**src/rtl/ram_access_ctrl.sv**
```systemverilog
// ram_access_ctrl
// Load/store front end for the rv32i word RAM. One byte-addressed core
// request is accepted at a time over a valid/ready handshake. The request is
// turned into accesses on the RAM's word write port and its registered read
// port, which has one cycle of read latency. Byte and half stores use
// read-modify-write. Loads come back lane-extracted and sign- or
// zero-extended. Misaligned or out-of-range requests complete with an error
// response and never touch the RAM.
//
// Ports
//   clk, rst            clock and asynchronous active-high reset
//   req_valid/req_ready request handshake; ready is high only while idle
//   req_we              1 = store, 0 = load
//   req_addr            byte address
//   req_size            0 = byte, 1 = half, 2 = word, 3 = illegal
//   req_unsigned        zero-extend load result instead of sign-extending
//   req_wdata           right-justified store data
//   resp_valid          one-cycle completion pulse
//   resp_err            request rejected (qualified by resp_valid)
//   resp_rdata          load result, 0 for stores and errors
//   ram_wen/ram_waddr/ram_wdata   RAM write port
//   ram_ren/ram_raddr/ram_rdata   RAM read port (rdata valid one cycle after ren)

module ram_access_ctrl #(
    parameter int unsigned MEM_DEPTH = 2048,
    parameter logic [31:0] BASE_ADDR = 32'h0000_0000
) (
    input  logic        clk,
    input  logic        rst,
    input  logic        req_valid,
    output logic        req_ready,
    input  logic        req_we,
    input  logic [31:0] req_addr,
    input  logic [1:0]  req_size,
    input  logic        req_unsigned,
    input  logic [31:0] req_wdata,
    output logic        resp_valid,
    output logic        resp_err,
    output logic [31:0] resp_rdata,
    output logic        ram_wen,
    output logic        ram_ren,
    output logic [15:0] ram_waddr,
    output logic [15:0] ram_raddr,
    output logic [31:0] ram_wdata,
    input  logic [31:0] ram_rdata
);

    typedef enum logic [2:0] {
        IDLE,
        RD,
        MERGE,
        WR,
        RESP
    } state_e;

    state_e      state_q;
    logic        reqReady_q;
    logic        respValid_q;
    logic        ramWen_q;
    logic        ramRen_q;
    logic        err_q;
    logic        we_q;
    logic        unsigned_q;
    logic [1:0]  size_q;
    logic [1:0]  lane_q;
    logic [15:0] wordIdx_q;
    logic [31:0] wdata_q;
    logic [31:0] data_q;

    logic [31:0] offset;
    logic        reqErr_d;
    logic [7:0]  loadByte;
    logic [15:0] loadHalf;
    logic [31:0] loadWord_d;
    logic [31:0] mergeWord_d;

    assign offset = req_addr - BASE_ADDR;

    // Reject illegal sizes, misaligned halves/words and anything that falls
    // outside the RAM window. The below-base test uses the raw address
    // because the subtraction wraps.
    always_comb begin
        reqErr_d = 1'b0;
        if (req_size == 2'd3) begin
            reqErr_d = 1'b1;
        end
        if (req_size == 2'd1 && offset[0]) begin
            reqErr_d = 1'b1;
        end
        if (req_size == 2'd2 && offset[1:0] != 2'b00) begin
            reqErr_d = 1'b1;
        end
        if (req_addr < BASE_ADDR) begin
            reqErr_d = 1'b1;
        end
        if ({2'b00, offset[31:2]} >= MEM_DEPTH) begin
            reqErr_d = 1'b1;
        end
    end

    // Lane extraction and extension for loads. This is evaluated while in
    // MERGE, when ram_rdata carries the word that was read in RD.
    always_comb begin
        loadByte   = 8'h00;
        loadHalf   = 16'h0000;
        loadWord_d = ram_rdata;
        case (lane_q)
            2'd0:    loadByte = ram_rdata[7:0];
            2'd1:    loadByte = ram_rdata[15:8];
            2'd2:    loadByte = ram_rdata[23:16];
            default: loadByte = ram_rdata[31:24];
        endcase
        loadHalf = lane_q[1] ? ram_rdata[31:16] : ram_rdata[15:0];
        case (size_q)
            2'd0:    loadWord_d = unsigned_q ? {24'h0, loadByte}
                                             : {{24{loadByte[7]}}, loadByte};
            2'd1:    loadWord_d = unsigned_q ? {16'h0, loadHalf}
                                             : {{16{loadHalf[15]}}, loadHalf};
            default: loadWord_d = ram_rdata;
        endcase
    end

    // Read-modify-write merge for sub-word stores: the old word with only
    // the addressed lane(s) replaced by the low store data bits.
    always_comb begin
        mergeWord_d = ram_rdata;
        case (size_q)
            2'd0:    mergeWord_d[{lane_q, 3'b000} +: 8]     = wdata_q[7:0];
            2'd1:    mergeWord_d[{lane_q[1], 4'b0000} +: 16] = wdata_q[15:0];
            default: mergeWord_d = wdata_q;
        endcase
    end

    // Main sequencer. All handshake and RAM strobes are registered here and
    // are set on the edge that enters the state in which they are valid.
    always_ff @(posedge clk or posedge rst) begin
        if (rst) begin
            state_q     <= IDLE;
            reqReady_q  <= 1'b1;
            respValid_q <= 1'b0;
            ramWen_q    <= 1'b0;
            ramRen_q    <= 1'b0;
            err_q       <= 1'b0;
            we_q        <= 1'b0;
            unsigned_q  <= 1'b0;
            size_q      <= 2'd0;
            lane_q      <= 2'd0;
            wordIdx_q   <= 16'h0;
            wdata_q     <= 32'h0;
            data_q      <= 32'h0;
        end else begin
            case (state_q)
                IDLE: begin
                    if (req_valid) begin
                        reqReady_q <= 1'b0;
                        err_q      <= reqErr_d;
                        we_q       <= req_we;
                        unsigned_q <= req_unsigned;
                        size_q     <= req_size;
                        lane_q     <= offset[1:0];
                        wordIdx_q  <= offset[17:2];
                        wdata_q    <= req_wdata;
                        data_q     <= req_wdata;
                        if (reqErr_d) begin
                            state_q     <= RESP;
                            respValid_q <= 1'b1;
                        end else if (req_we && req_size == 2'd2) begin
                            state_q  <= WR;
                            ramWen_q <= 1'b1;
                        end else begin
                            state_q  <= RD;
                            ramRen_q <= 1'b1;
                        end
                    end
                end
                RD: begin
                    ramRen_q <= 1'b0;
                    state_q  <= MERGE;
                end
                MERGE: begin
                    if (we_q) begin
                        data_q   <= mergeWord_d;
                        ramWen_q <= 1'b1;
                        state_q  <= WR;
                    end else begin
                        data_q      <= loadWord_d;
                        respValid_q <= 1'b1;
                        state_q     <= RESP;
                    end
                end
                WR: begin
                    ramWen_q    <= 1'b0;
                    respValid_q <= 1'b1;
                    state_q     <= RESP;
                end
                RESP: begin
                    respValid_q <= 1'b0;
                    err_q       <= 1'b0;
                    reqReady_q  <= 1'b1;
                    state_q     <= IDLE;
                end
                default: begin
                    state_q     <= IDLE;
                    reqReady_q  <= 1'b1;
                    respValid_q <= 1'b0;
                    ramWen_q    <= 1'b0;
                    ramRen_q    <= 1'b0;
                end
            endcase
        end
    end

    // Data-carrying outputs are gated by their strobes so the RAM and
    // response buses read as zero whenever they are not in use.
    assign req_ready  = reqReady_q;
    assign resp_valid = respValid_q;
    assign resp_err   = respValid_q & err_q;
    assign resp_rdata = (respValid_q && !err_q && !we_q) ? data_q : 32'h0;
    assign ram_wen    = ramWen_q;
    assign ram_ren    = ramRen_q;
    assign ram_waddr  = ramWen_q ? wordIdx_q : 16'h0;
    assign ram_raddr  = ramRen_q ? wordIdx_q : 16'h0;
    assign ram_wdata  = ramWen_q ? data_q : 32'h0;

endmodule

```
**config.mk**
```make
export PLATFORM = sky130hd
export DESIGN_NAME = ram_access_ctrl
export DESIGN_NICKNAME = d
export VERILOG_FILES = /design/src/rtl/ram_access_ctrl.sv
export SDC_FILE = /design/constraint.sdc
export NUM_CORES = 1
export LEC_CHECK = 0
export CAP_MARGIN = 20
export CORE_ASPECT_RATIO = 1.1
export CORE_MARGIN = 3
export CORE_UTILIZATION = 26
export CTS_CLUSTER_SIZE = 40
export DETAILED_ROUTE_END_ITERATION = 7
export GPL_ROUTABILITY_DRIVEN = 1
export PLACE_DENSITY = 0.49
export REMOVE_ABC_BUFFERS = 1
export SYNTH_ARGS = -nofsm -noshare
export SYNTH_HDL_FRONTEND = slang
export SYNTH_SLANG_ARGS = --single-unit
```
**constraint.sdc**
```tcl
create_clock -name clk -period 6.34 [get_ports clk]
set_clock_uncertainty 0.15 [all_clocks]
set_input_delay 0.951 -clock clk [delete_from_list [all_inputs] [get_ports clk]]
set_output_delay 0.951 -clock clk [all_outputs]
set_load 0.005 [all_outputs]
```
==> results by group, run 1 <==
Synth
  – Most area-consuming cells after synthesis: dfrtp_1 36%, nand2_1 11%, and2_1 9.6%, a21oi_1 3.6%, o21ai_0 3.6%
  – Syn. warnings: 0
  – Post-synth ARST share: 100%
  – Post-synth EDFFs: 0
  – Cell count after synthesis: 830
  – Area fraction of the dominant cell type after synthesis: ~36%
  – Top_reg_cell synth: dfrtp_1
  – Largest area contributor in the netlist: dfrtp_1
  – Unique masters post-synth: 53
  – #FFs+latches synth: 94
  – Count leader, synth: nand2_1
  – Synthesized area: 6510 µm²
  – Register area share after synthesis: 36.2%
  – Post-synth top cells: 197 x nand2_1, 100 x and2_1, 93 x dfrtp_1
  – Syn avg cell area: 7.84 µm²

Die
  – Die area: 27000 µm²
  – Area of the core: 24500 µm²
  – Die H: 172 µm
  – Overall die width: 157 µm
  – Num ports: 204
  – Rows: 60
  – Initial Utilization: between 20% and 30%

Clocking
  – CTS buffer count: 9
  – Clock tree from TritonCTS: done
  – CTS root buf: clkbuf_16
  – Post-CTS Resized: 0
  – Hold-fix buffers, CTS: 0
  – Sink Count: 94
  – Clock-pin slew on the worst setup and hold paths: roughly 70 ps
  – Later-pin clock latency in the skew report: 360 ps
  – H-tree Lvls: 3
  – # Post-CTS Setup Buffers: 0
  – Clock Path Buffers: 2

Global route
  – Overall global routing resource usage: 19.5%
  – Met3 usage: 2.48%
  – Vias in the first global route: 6862
  – Largest net degree at the start of global routing: 62
  – Met1 Use GR: 26.8%
  – Grt peak-use layer: met2
  – Total gr overflow: 0
  – Grt met2 use: 32.4%
  – Antenna violations before repair: 0
  – Global-route wire length before repair: 40700 µm

Place
  – Final RePlAce weighted congestion: 0.890
  – Port Buffers: a little over 200
  – Pre-CTS setup slack: 2660 ps
  – Post-detail-place hpwl: 19000 µm

Routing
  – Number of remaining DRC errors: 1
  – Via density: 5.30
  – Final wirelength: 26600 µm
  – Drt wl/cell: 20.3 µm
  – Drt pass-1 iters: 8
  – Initial drt markers: 512
  – Antenna violation net count after detailed routing: 0
  – Via count: 6939

Power
  – Gate power share: between 30% and 40%
  – NetSw: 0.000670 W
  – Clock power share: 29.7%
  – Final total power: 0.00203 W
  – Worst IR Drop VDD: ~0.00012 V
  – Sequential share of power: 37.5%
  – Sw Share: 33.1%
  – P_int: 0.00136 W
  – Static Leak: 3.75 nW
  – P per Cell Area: 222 nW/µm²

Run
  – Max-cap viol count: 0

STA
  – Setup TNS: 0 ps
  – Fin crit share: 61.6%
  – Worst-margin pin slew: 1170 ps
  – Final number of hold-violating endpoints: 0
  – Minimum clock period: 3910 ps
  – Fmax: 256 MHz
  – Hold_ws: 310 ps
  – Slew headroom: a little over a fifth
  – Setup ws final: 2430 ps
  – RSZ-0062 raised after global routing: no
  – # setup viols final: 0
  – Slew Limit Fails: 0

Finish
  – # nets final: 1104
  – Synthesis-to-layout area growth: 39.9%
  – Antenna cell count: 0
  – Filler cells: around 2600
  – Share of post-route cells with drive strength above 1: approximately 5.2%

Min path
  – Hold Crit Class: flop to flop

Worst setup path
  – Required @ worst endpoint: 5240 ps
  – Critical Path Source Type: flop
  – Worst EP arrival: around 2800 ps
  – Crit Path Max Fanout: 35
  – CP Capture Type: primary output
  – WS Path Type: flop to primary output

Outcome
  – Status: complete, but fails checks
  – Failing checks: DRC
per-layer routing:
metal	vias to the layer above	routed length (µm)
met5	-	0
met4	0	347
met3	23	1810
met2	328	12500
met1	3289	11900
li1	3299	-
through the flow:
| step | area [µm²] | utilization, % | instances |
|---|---|---|---|
| 3_5_place_dp | 8790 | 35.8 | 1294 |
| 5_1_grt | 9110 | 37.1 | 1310 |
| 3_3_place_gp | 8790 | 35.8 | 1294 |
| 6_report | 9110 | 37.1 | 1310 |
| 4_1_cts | 9110 | 37.1 | 1310 |
| 2_1_floorplan | 6240 | - | 766 |
cell type report:
| cell class | count | area [µm²] | area share (%) |
|---|---|---|---|
| Multi-Input combinational cell | 653 | 3830 | 42.1 |
| Sequential cell | 94 | 2350 | 25.9 |
| Timing Repair Buffer | 218 | 2140 | 23.5 |
| Tap cell | 310 | 388 | 4.26 |
| Clock buffer | 10 | 229 | 2.51 |
| Clock inverter | 6 | 86.3 | 0.948 |
| Inverter | 19 | 73.8 | 0.810 |
power by group through the flow:
stage	sequential, W	clock [W]	combinational [W]
2_1_floorplan	0.000761	0	0.000325
3_3_place_gp	0.000772	0	0.000661
3_5_place_dp	0.000773	0	0.000663
4_1_cts	0.000762	0.000614	0.000666
5_1_grt	0.000772	0.000638	0.000733
6_report	0.000760	0.000601	0.000664
worst paths after layout:
kind,startpoint,end,slack [ps],depth (start not counted)
max,we_q,resp_rdata[2],2430,5
max in group asynchronous,rst,size_q[1],4030,3
min,req_ready,req_ready,310,2
min in group asynchronous,rst,wordIdx_q[3],970,2
min reg2reg,req_ready,req_ready,310,2
max reg2reg,lane_q[1],data_q[20],2670,8
cell families after synthesis:
kind of cell,synth area share [%]
compound gates,26.5
fa+ha+maj,1.15
buf+inv,5.19
flops,36.2
mux,2.19
simple gates,28.8
layout by cell type, fill, tap and decap left out, types with 12 or more instances in the layout:
cell,instances
o22ai_1,13
o21ai_0,47
and2_1,100
mux2i_1,12
nand2_1,197
clkdlybuf4s50_1,203
a21oi_1,47
a221o_1,13
inv_1,17
dfrtp_1,92
a211oi_1,14
nor2_1,33
buf_4,15
a22oi_1,15
a221oi_1,18
critical path, stage by stage (launching register included):
cell,delay (ps)
dfrtp_1,360
buf_4,260
nor3b_2,720
buf_4,420
and2_1,170
clkdlybuf4s50_1,500
registers in the layout, summed over array words and instances (netlist names):
signal and flops:
wdata_q 32, data_q 32, lane_q 2, req_ready 1
ram_wen 1, ram_ren 1, wordIdx_q 16, we_q 1
size_q 2, resp_valid 1, unsigned_q 1, err_q 1
state_q 3
No activity file was read; power rests on OpenSTA's default activity.
==> run 2, diff against run 1 <==
Settings changed: PLACE_DENSITY 0.49 to 0.51.
Clock period 6.34 ns to 3.4 ns, I/O delays scaled along.
==> results by group, run 2 (same netlist as run 1, synthesis figures left out) <==
STA
  – Slew Limit Fails: 0
  – Fmax: roughly 360 MHz
  – Final number of hold-violating endpoints: 0
  – Setup ws final: 630 ps
  – RSZ-0062 raised after global routing: no
  – Fin crit share: 81.5%
  – # setup viols final: 0
  – Minimum clock period: ~2800 ps
  – Slew headroom: 38.5%
  – Worst-margin pin slew: roughly 900 ps
  – Hold_ws: 306 ps

Routing
  – Initial drt markers: 527
  – Via count: 6968
  – Number of remaining DRC errors: 0
  – Drt pass-1 iters: 5
  – Via density: 5.24
  – Drt wl/cell: 20.1 µm
  – Antenna violation net count after detailed routing: 0
  – Final wirelength: 26800 µm

Clocking
  – CTS root buf: clkbuf_16
  – Clock-pin slew on the worst setup and hold paths: roughly 70 ps
  – Sink Count: 94
  – # Post-CTS Setup Buffers: 0
  – Hold-fix buffers, CTS: 0
  – Later-pin clock latency in the skew report: 360 ps
  – CTS buffer count: 9
  – Clock Path Buffers: 2
  – H-tree Lvls: 3
  – Clock tree from TritonCTS: done
  – Post-CTS Resized: 0

Worst setup path
  – Crit Path Max Fanout: 16
  – Critical Path Source Type: flop
  – Worst EP arrival: 2890 ps
  – Reg2Reg Capture Point: data_q[22]
  – Worst r2r src: lane_q[0]
  – Reg2Reg Setup Slack: 630 ps
  – WS Path Type: flop to flop
  – Register-to-Register Path Depth: 8
  – Required @ worst endpoint: roughly 3500 ps
  – CP Capture Type: flop
  – Worst setup path startpoint: lane_q[0]

Finish
  – Top flop regs: data_q: 32 flops, wdata_q: 32 flops, wordIdx_q: 16 flops
  – Commonest non-fill, non-tap cell in the layout: clkdlybuf4s50_1
  – Synthesis-to-layout area growth: 42.9%
  – Antenna cell count: 0
  – Register Area: 2350 µm²
  – Multi-input logic area: around 3800 µm²
  – # nets final: ~1100
  – Final Cell Area: 9300 µm²
  – Share of post-route cells with drive strength above 1: just over 7%
  – Post-layout util: between 30% and 40%
  – Most frequent cells in the layout: 203 x clkdlybuf4s50_1, 197 x nand2_1, 100 x and2_1
  – Filler cells: 2554

Die
  – Rows: 60
  – Die area: 27000 µm²
  – Area of the core: 24500 µm²
  – Num ports: 204
  – Die H: 172 µm
  – Initial Utilization: 26.5%
  – Overall die width: approximately 160 µm

Min path
  – Hold EP: req_ready
  – Hold Path Stages: 2
  – Min-delay src: req_ready
  – Hold Crit Class: flop to flop

Global route
  – Antenna violations before repair: 0
  – Vias in the first global route: 6856
  – Overall global routing resource usage: 19.4%
  – Total gr overflow: 0
  – Largest net degree at the start of global routing: 58
  – Global-route wire length before repair: 40600 µm

Place
  – Post-DP Area: 8980 µm²
  – Post-detail-place hpwl: between 15000 and 20000 µm
  – Final RePlAce weighted congestion: between 0.8 and 0.9
  – Port Buffers: 203
  – Pre-CTS setup slack: 649 ps

Power
  – Final total power: roughly 0.0038 W
  – Static Leak: 3.86 nW
  – P per Cell Area: 410 nW/µm²
  – Worst IR Drop VDD: between 0.00015 and 0.0002 V

Run
  – Max-cap viol count: 0

Outcome
  – Status: finished clean
-- run 2: cell count changes in the layout (fill, tap and decap cells not counted), sizes merged --
| cell | change |
|---|---|
| clkinvlp | +1 |
| inv | +1 |
| clkbuf | -1 |
| buf | +20 |
| clkinv | -1 |
-- run 2: critical path, stage by stage, from the launching register on --
cell and delay, ps:
dfrtp_1 470, inv_1 150, ha_1 440, a22oi_1 160
a221o_1 420, a211oi_4 260, buf_4 290, a211oi_1 90
o31ai_1 250
-- run 2: cell type report --
type / instances / area share (%)
multi-input combinational: 653 / 41.2
sequential: 94 / 25.3
timing repair buffer: 238 / 25.1
tap: 310 / 4.17
clock buffer: 9 / 2.42
clock inverter: 7 / 1.05
inverter: 19 / 0.793
-- run 2: per-layer routing --
| metal | global-route usage (%) | part of all wire, % | vias to the layer above | routed length (µm) |
|---|---|---|---|---|
| met5 | 0 | 0 | - | 0 |
| met1 | 25.9 | 45 | 3312 | 11900 |
| met2 | 32.9 | 48 | 295 | 12700 |
| li1 | - | - | 3339 | - |
| met4 | 4.95 | 1.4 | 0 | 368 |
| met3 | 3.13 | 6.4 | 22 | 1710 |
-- run 2: worst max-delay path by stage --
stage / to / slack, ps
floorplan: data_q[2] / -1180
global placement: data_q[21] / 720
detailed placement: data_q[18] / 650
CTS: data_q[18] / 670
global route: data_q[18] / 500
finish: data_q[22] / 630
-- run 2: where the power goes --
part	total [W]	internal (W)	switching, W
sequential	0.00144	0.00126	0.000172
clock	0.00113	0.000648	0.000482
combinational	0.00125	0.000639	0.000607
total	0.00381	0.00255	0.00126
-- run 2: stage by stage --
stage | std cells | setup TNS (ps)
floorplan | 766 | -56720
global placement | 1314 | 0
detailed placement | 1314 | 0
CTS | 1330 | 0
global route | 1330 | 0
finish | 1330 | 0
==> run 3, diff against run 2 <==
Settings changed: PLACE_DENSITY 0.51 to 0.49.
Clock period 3.4 ns to 2.7 ns, I/O delays scaled along.
==> results by group, run 3 (same netlist as run 1, synthesis figures left out) <==
Power
  – Static Leak: 3.99 nW
  – P per Cell Area: 510 nW/µm²
  – Worst IR Drop VDD: 0.000270 V

Global route
  – Overall global routing resource usage: between 15 and 20%
  – Vias in the first global route: 7132
  – Global-route wire length before repair: a little over 40000 µm
  – Largest net degree at the start of global routing: 39
  – Grt peak-use layer: met2
  – Grt met2 use: around 33%
  – Total gr overflow: 0
  – Met1 Use GR: 26.4%
  – Met3 usage: 3.40%
  – Antenna violations before repair: 0

STA
  – Fmax: between 400 and 500 MHz
  – Fin crit share: 92.5%
  – Setup TNS: 0 ps
  – Slew Limit Fails: 0
  – Worst-margin pin slew: 697 ps
  – # setup viols final: 0
  – Slew headroom: between 50% and 60%
  – Final number of hold-violating endpoints: 0
  – Minimum clock period: 2500 ps
  – RSZ-0062 raised after global routing: no

Clocking
  – Sink Count: 94
  – Later-pin clock latency in the skew report: 350 ps
  – Clock tree from TritonCTS: done
  – H-tree Lvls: 3
  – CTS buffer count: 9
  – CTS root buf: clkbuf_16
  – # Post-CTS Setup Buffers: 0
  – Post-CTS Resized: 0
  – Clock Path Buffers: 2
  – Hold-fix buffers, CTS: 0
  – Clock-pin slew on the worst setup and hold paths: 70 ps

Routing
  – Drt wl/cell: between 15 and 20 µm
  – Initial drt markers: 541
  – Via count: 7043
  – Antenna violation net count after detailed routing: 0
  – Final wirelength: approximately 27000 µm
  – Drt pass-1 iters: 6
  – Via density: 5.21
  – Number of remaining DRC errors: 0

Worst setup path
  – CP max stage cell: a221o_1
  – CP Capture Type: flop
  – Crit-path cells: inv_1 -> ha_1 -> a22oi_1 -> a221o_1 -> a211oi_4 -> buf_4 -> a211oi_1 -> o31ai_1
  – Worst r2r src: lane_q[0]
  – Reg2Reg Setup Slack: 200 ps
  – Reg2Reg Capture Point: data_q[18]
  – Worst EP arrival: 2610 ps
  – WS Path Type: flop to flop
  – Critical Path Source Type: flop
  – Required @ worst endpoint: 2810 ps
  – Crit-path max cell delay: 410 ps
  – Register-to-Register Path Depth: 8
  – Crit Path Max Fanout: 8

Finish
  – Most frequent cells in the layout: 203 x clkdlybuf4s50_1, 197 x nand2_1, 100 x and2_1
  – Share of post-route cells with drive strength above 1: 9.01%
  – Synthesis-to-layout area growth: 45.9%
  – Antenna cell count: 0
  – # nets final: 1147
  – Post-layout util: between 30% and 40%
  – Filler cells: 2522
  – Commonest non-fill, non-tap cell in the layout: clkdlybuf4s50_1
  – Top flop regs: data_q: 32 flops, wdata_q: 32 flops, wordIdx_q: 16 flops

Die
  – Num ports: 204
  – Overall die width: about 160 µm
  – Die H: 172 µm
  – Die area: 27000 µm²
  – Rows: 60
  – Initial Utilization: 26.5%
  – Area of the core: 24500 µm²

Outcome
  – Status: finished clean

Place
  – Port Buffers: 203
  – Post-detail-place hpwl: 20200 µm
  – Final RePlAce weighted congestion: ~0.89

Run
  – Max-cap viol count: 0

Min path
  – Hold Crit Class: input pin to asynchronous set/reset pin
[run 3: cell count changes in the layout (fill, tap and decap cells not counted)]
cell	previous run	this run
buf_12	3	5
buf_4	32	53
clkbuf_1	0	2
clkbuf_8	0	1
clkinv_2	1	2
clkinv_4	1	0
clkinvlp_4	2	0
inv_6	1	0
[run 3: worst max path at each step]
stage                  startpoint            end  slack (ps)  cells past startpoint
global route            lane_q[0]     data_q[22]          30                      8
global placement    ram_rdata[15]     data_q[20]         210                      7
detailed placement  ram_rdata[15]     data_q[22]         150                      7
floorplan              state_q[1]      data_q[2]       -1880                      4
CTS                    resp_valid  resp_rdata[9]         190                      4
finish                  lane_q[0]     data_q[18]         200                      8
[run 3: routing by layer]
layer  vias to the layer above  part of all wire (%)
li1                       3375                     -
met1                      3382                    45
met2                       263                    47
met3                        23                   6.3
met4                         0                   1.5
met5                         -                     0
[run 3: final cells by class]
type / count / area, µm² / area share, %
multi-input cells: 653 / 3830 / 40.4
repair buffers: 261 / 2530 / 26.6
flip-flops and latches: 94 / 2350 / 24.8
well taps: 310 / 388 / 4.08
clock buffers: 12 / 246 / 2.60
inverters: 19 / 73.8 / 0.777
clock inverters: 4 / 70.1 / 0.738
[run 3: worst max-delay path, delay by kind of cell, from the launching register on]
family / cells / cell delay [ps]
AOI/OAI and AO/OA: 5 / 1170
DFF: 1 / 390
adders and majority gates: 1 / 360
buffers and inverters: 2 / 340
[run 3: metrics by stage]
step	cells	area (µm²)	setup slack (ps)	hold WS [ps]	power, W
after global routing	1353	9500	30.4	338	0.00513
after CTS	1353	9500	194	312	0.00489
final	1353	9500	202	294	0.00484
after detailed placement	1337	9180	152	304	0.00346
after floorplan	766	6240	-1880	290	0.00255
after global placement	1337	9180	207	298	0.00345
[run 3: where the power goes]
group,leakage [nW],switching [W],internal [W]
logic,2.70,0.000790,0.000851
registers,1.14,0.000193,0.00159
clock network,0.157,0.000579,0.000836
